`src/rtl/instr_fetcher.sv`:
```
// Instruction fetch stage: one program-memory read per FETCH entry, result held for decode.
// Latency: FETCH seen -> FETCHED in 2 edges when ready is already high (1 edge on a cache hit).
// Backpressure: the request is held with a stable address until mem_read_ready; it is never cancelled.
// Optional one-entry instruction cache enabled by defining FETCH_CACHE_EN.
module instr_fetcher #(
  parameter int PROGRAM_MEM_ADDR_BITS = 8,
  parameter int PROGRAM_MEM_DATA_BITS = 16
) (
  input  logic                             clk,
  input  logic                             reset,
  input  logic [2:0]                       core_state,
  input  logic [PROGRAM_MEM_ADDR_BITS-1:0] current_pc,
  input  logic                             cache_flush,
  output logic                             mem_read_valid,
  output logic [PROGRAM_MEM_ADDR_BITS-1:0] mem_read_address,
  input  logic                             mem_read_ready,
  input  logic [PROGRAM_MEM_DATA_BITS-1:0] mem_read_data,
  output logic [2:0]                       fetcher_state,
  output logic [PROGRAM_MEM_DATA_BITS-1:0] instruction
);

  localparam logic [2:0] CORE_FETCH  = 3'b001;
  localparam logic [2:0] CORE_DECODE = 3'b010;

  typedef enum logic [2:0] {
    S_IDLE     = 3'b000,
    S_FETCHING = 3'b001,
    S_FETCHED  = 3'b010
  } state_t;

  state_t                             r_state;
  logic                               r_valid;
  logic [PROGRAM_MEM_ADDR_BITS-1:0]   r_addr;
  logic [PROGRAM_MEM_DATA_BITS-1:0]   r_instr;

  logic                               w_fetch_req;
  logic                               w_complete;
  logic                               w_hit;
  logic [PROGRAM_MEM_DATA_BITS-1:0]   w_hit_instr;

  assign w_fetch_req = (core_state == CORE_FETCH);
  // Valid is always high in FETCHING, so ready outside FETCHING never completes anything.
  assign w_complete  = (r_state == S_FETCHING) && mem_read_ready;

`ifdef FETCH_CACHE_EN
  logic [PROGRAM_MEM_ADDR_BITS-1:0]   r_tag_pc;
  logic [PROGRAM_MEM_DATA_BITS-1:0]   r_tag_instr;
  logic                               r_tag_valid;

  // A same-edge flush forces the lookup to miss.
  assign w_hit       = r_tag_valid && !cache_flush && (current_pc == r_tag_pc);
  assign w_hit_instr = r_tag_instr;

  // Every memory completion refills the single entry; flush beats a same-edge fill.
  always_ff @(posedge clk or negedge reset) begin
    if (!reset) begin
      r_tag_pc    <= '0;
      r_tag_instr <= '0;
      r_tag_valid <= 1'b0;
    end else begin
      if (w_complete) begin
        r_tag_pc    <= r_addr;
        r_tag_instr <= mem_read_data;
      end
      if (cache_flush) begin
        r_tag_valid <= 1'b0;
      end else if (w_complete) begin
        r_tag_valid <= 1'b1;
      end
    end
  end
`else
  // Without the cache every fetch goes to memory and the flush input has no effect.
  logic w_unused_flush;
  assign w_unused_flush = cache_flush;
  assign w_hit          = 1'b0;
  assign w_hit_instr    = '0;
`endif

  // Fetch FSM with registered request, address and instruction outputs.
  always_ff @(posedge clk or negedge reset) begin
    if (!reset) begin
      r_state <= S_IDLE;
      r_valid <= 1'b0;
      r_addr  <= '0;
      r_instr <= '0;
    end else begin
      case (r_state)
        S_IDLE: begin
          if (w_fetch_req) begin
            if (w_hit) begin
              r_instr <= w_hit_instr;
              r_state <= S_FETCHED;
            end else begin
              r_valid <= 1'b1;
              r_addr  <= current_pc;
              r_state <= S_FETCHING;
            end
          end
        end
        S_FETCHING: begin
          // Address stays as latched at request time; PC and scheduler changes are ignored.
          if (mem_read_ready) begin
            r_instr <= mem_read_data;
            r_valid <= 1'b0;
            r_state <= S_FETCHED;
          end
        end
        S_FETCHED: begin
          if (core_state == CORE_DECODE) begin
            r_state <= S_IDLE;
          end
        end
        default: begin
          r_state <= S_IDLE;
          r_valid <= 1'b0;
        end
      endcase
    end
  end

  assign mem_read_valid   = r_valid;
  assign mem_read_address = r_addr;
  assign fetcher_state    = r_state;
  assign instruction      = r_instr;

endmodule

```
`config.mk`:
```
export PLATFORM = sky130hd
export DESIGN_NAME = instr_fetcher
export DESIGN_NICKNAME = d
export VERILOG_FILES = /design/src/rtl/instr_fetcher.sv
export SDC_FILE = /design/constraint.sdc
export NUM_CORES = 1
export LEC_CHECK = 0
export CORE_AREA = 10 10 69 66
export CTS_BUF_LIST = sky130_fd_sc_hd__clkbuf_8
export DETAILED_ROUTE_END_ITERATION = 16
export DIE_AREA = 0 0 79 76
export PLACE_DENSITY = 0.82
export SKIP_CTS_REPAIR_TIMING = 1
export SLEW_MARGIN = 20
export SYNTH_ARGS = -nofsm -noshare
export SYNTH_HDL_FRONTEND = slang
export SYNTH_SLANG_ARGS = --single-unit
```
`constraint.sdc`:
```
create_clock -name clk -period 1.45 [get_ports clk]
set_input_delay 0.2175 -clock clk [delete_from_list [all_inputs] [get_ports clk]]
set_output_delay 0.2175 -clock clk [all_outputs]
set_load 0.02 [all_outputs]
```
==> flow_metrics.tcl <==
set metrics [dict create \
    run_status "finished clean" \
    power.density_mw_per_mm2 1878 \
    fmax_ghz 0.7344 \
    num_rows 20 \
    design.core.area_mm2 0.003203 \
    root_buffer "clkbuf_8" \
    num-nets-final 160 \
    min_period_ns 1.362 \
    synth_top_cell_by_area "dfrtp_1" \
    p_sw_share_pct 34.89 \
    finalHoldViolCount 0 \
    finalSetupViolCount 0 \
    rsz0062_at_grt "false" \
    worstPathRequired_ns 1.60 \
    overflow 0 \
    finalNonFillerCells 172 \
    drc 0 \
    path_class "primary input to register" \
    syn_to_final_growth_pct 73.46 \
    async_flop_share_pct 100.0 \
    via_per_inst 4.314 \
    p_seq_share_pct 37.8 \
    grt_pass1_wl_um 4429 \
    cp_max_fo 5 \
    cts_tree "done" \
    power_frac_clock_pct 11.7 \
    netlist_area_mm2 0.001056 \
    total_leakage_power_nw 1.025 \
    drt-initial-drc-count 4 \
    synth_area_leaders "dfrtp_1, mux2_2, nor4_4" \
    power_frac_comb_pct 50.5 \
    cp-start-kind "primary input" \
    endpoint_kind "register" \
    synth_edf_count 0 \
    synth_area_per_cell_um2 16.50 \
    place_ws_ns -0.2044 \
    gp_congestion 0.6797 \
    die_width_um 79 \
    synthesis.nets 95 \
    clock_latency_ns 0.26 \
    synth_most_common_cell "dfrtp_1" \
    ios 59 \
    cts.clk_slew.worst_paths_ns 0.09 \
    skew_ns 0.003869 \
    hold_path.class "primary input to asynchronous set/reset pin" \
    die_h_um 76 \
    dr.pass1.iters 3 \
    yosysWarnings 0 \
    cts_made_buffers 3 \
    antennaDiodeCount 0 \
    h-tree-depth 1 \
    post-route-period-util_pct 93.90 \
    port_buffers 56 \
    grt_max_degree 28 \
    drv_slew 0 \
    critical_path_buf_inv_count 2 \
    yosysTopAreaCellShare_pct 63.98 \
    drv_cap 0 \
    placedCellCount 167 \
    clockBufferDepth 2 \
    ys_ff_latch 27 \
    track_usage_pct 9.104 \
    vias 742 \
    yosysUniqueCellTypes 13 \
    totalWireLength_um 2850 \
    antenna_found_initial 0 \
    slowest_stage "clkdlybuf4s50_1" \
    ir_worst_vdd_mv 0.6968 \
    clock_sinks 27 \
    start_util_pct 32.97 \
    setup_slack_ns 0.08843 \
    ys_seq_area_share_pct 63.98 \
    internal-power_mw 2.240 \
    dp_hpwl_um 2282 \
    grt_pass1_vias 886 \
    avgRoutedWirePerCell_um 16.57 \
    netlist_instances 64 \
    synth_common_cells "dfrtp_1, mux2_2, nor3b_1, o21ai_0" \
    p_switching_mw 1.200 \
    drtAntennaViolNets 0 \
    crit_family "buffers and inverters" \
    drive_above_1_share_pct 31.25 \
    arrival_ns 1.52 \
    cp_slowest_stage_delay_ns 0.47 \
    crit_chain "clkdlybuf4s50_1, nor4_4, buf_4, mux2_2" \
    die_area_mm2 0.006004 \
    synthFlopType "dfrtp_1" \
]
## flip-flops by register name, summed over array words and instances, names as in the netlist
signal / count
mem_read_address: 8
mem_read_valid: 1
fetcher_state: 2
instruction: 16
## worst paths after layout
| kind | from | endpoint | slack (ns) | cells after the start |
|---|---|---|---|---|
| setup / recovery | core_state[2] | mem_read_address[7] | 0.09 | 4 |
| hold / removal | reset | mem_read_address[3] | 0.32 | 2 |
| setup reg to reg | fetcher_state[0] | mem_read_address[7] | 0.10 | 4 |
| hold reg to reg | mem_read_valid | mem_read_valid | 0.49 | 1 |
| max in group asynchronous | reset | fetcher_state[0] | 0.86 | 2 |
| min in group clk | mem_read_valid | mem_read_valid | 0.49 | 1 |
## cell usage in the layout, fill, tap and decap left out
cell and instances:
nand2b_4 1, or2_2 1, buf_4 5, o21ai_0 2, conb_1 1, dfrtp_1 25
clkdlybuf4s50_1 29, nor3b_1 2, clkbuf_8 3, dfrtp_2 2, buf_12 1, dlymetal6s2s_1 27
or2b_1 1, nor4_4 1, nand3b_2 1, mux2_2 24, inv_1 1, a21o_2 1
## metal layers
layer,GRT usage [%],up-vias,wire length [um]
met5,0,-,0
met1,7.970,365,878
met3,4.717,0,290
met4,1.613,0,0
met2,17.70,29,1682
li1,-,348,-
## cell type report
class | instances | area (um2)
flip-flops and latches | 27 | 678.2
well taps | 44 | 55.05
clock buffers | 3 | 41.29
fillers | 275 | 1371
multi-input cells | 35 | 367.9
clock inverters | 1 | 3.754
repair buffers | 62 | 685.7
## worst reg2reg max path, stage by stage (launching register included)
cell and delay (ns):
dfrtp_2 0.43, nand2b_4 0.15, nor4_4 0.14, buf_4 0.18, mux2_2 0.34
## stage by stage
step / cell area (um2) / total power, mW / hold slack (ns) / util, % / setup TNS, ns
after global routing: 1832 / 3.663 / 0.3458 / 57.19 / 0
after detailed placement: 1712 / 3.169 / 0.4840 / 53.44 / -1.588
after global placement: 1712 / 3.097 / 0.4685 / 53.44 / -1.236
after CTS: 1757 / 3.583 / 0.3282 / 54.84 / -0.4527
final: 1832 / 3.440 / 0.3177 / 57.19 / 0
after floorplan: 1059 / 2.174 / -0.07809 / - / -0.3133
## kinds of logic after synthesis
kind of cell | count (synthesis) | share of synthesized area [%]
buffers and inverters | 2 | 1.185
and+or+nand+nor | 7 | 7.109
AOI/OAI and AO/OA | 3 | 1.777
other | 1 | 0.3551
muxes | 24 | 25.59
DFF | 27 | 63.98
## power by group through the flow
stage,combinational (mW),sequential [mW],clock [mW]
3_5_place_dp,1.83,1.34,0
6_report,1.74,1.30,0.404
3_3_place_gp,1.79,1.31,0
2_1_floorplan,0.392,1.78,0
5_1_grt,1.85,1.35,0.467
4_1_cts,1.83,1.33,0.423
Note: power is estimated with default switching activity, not from simulation.
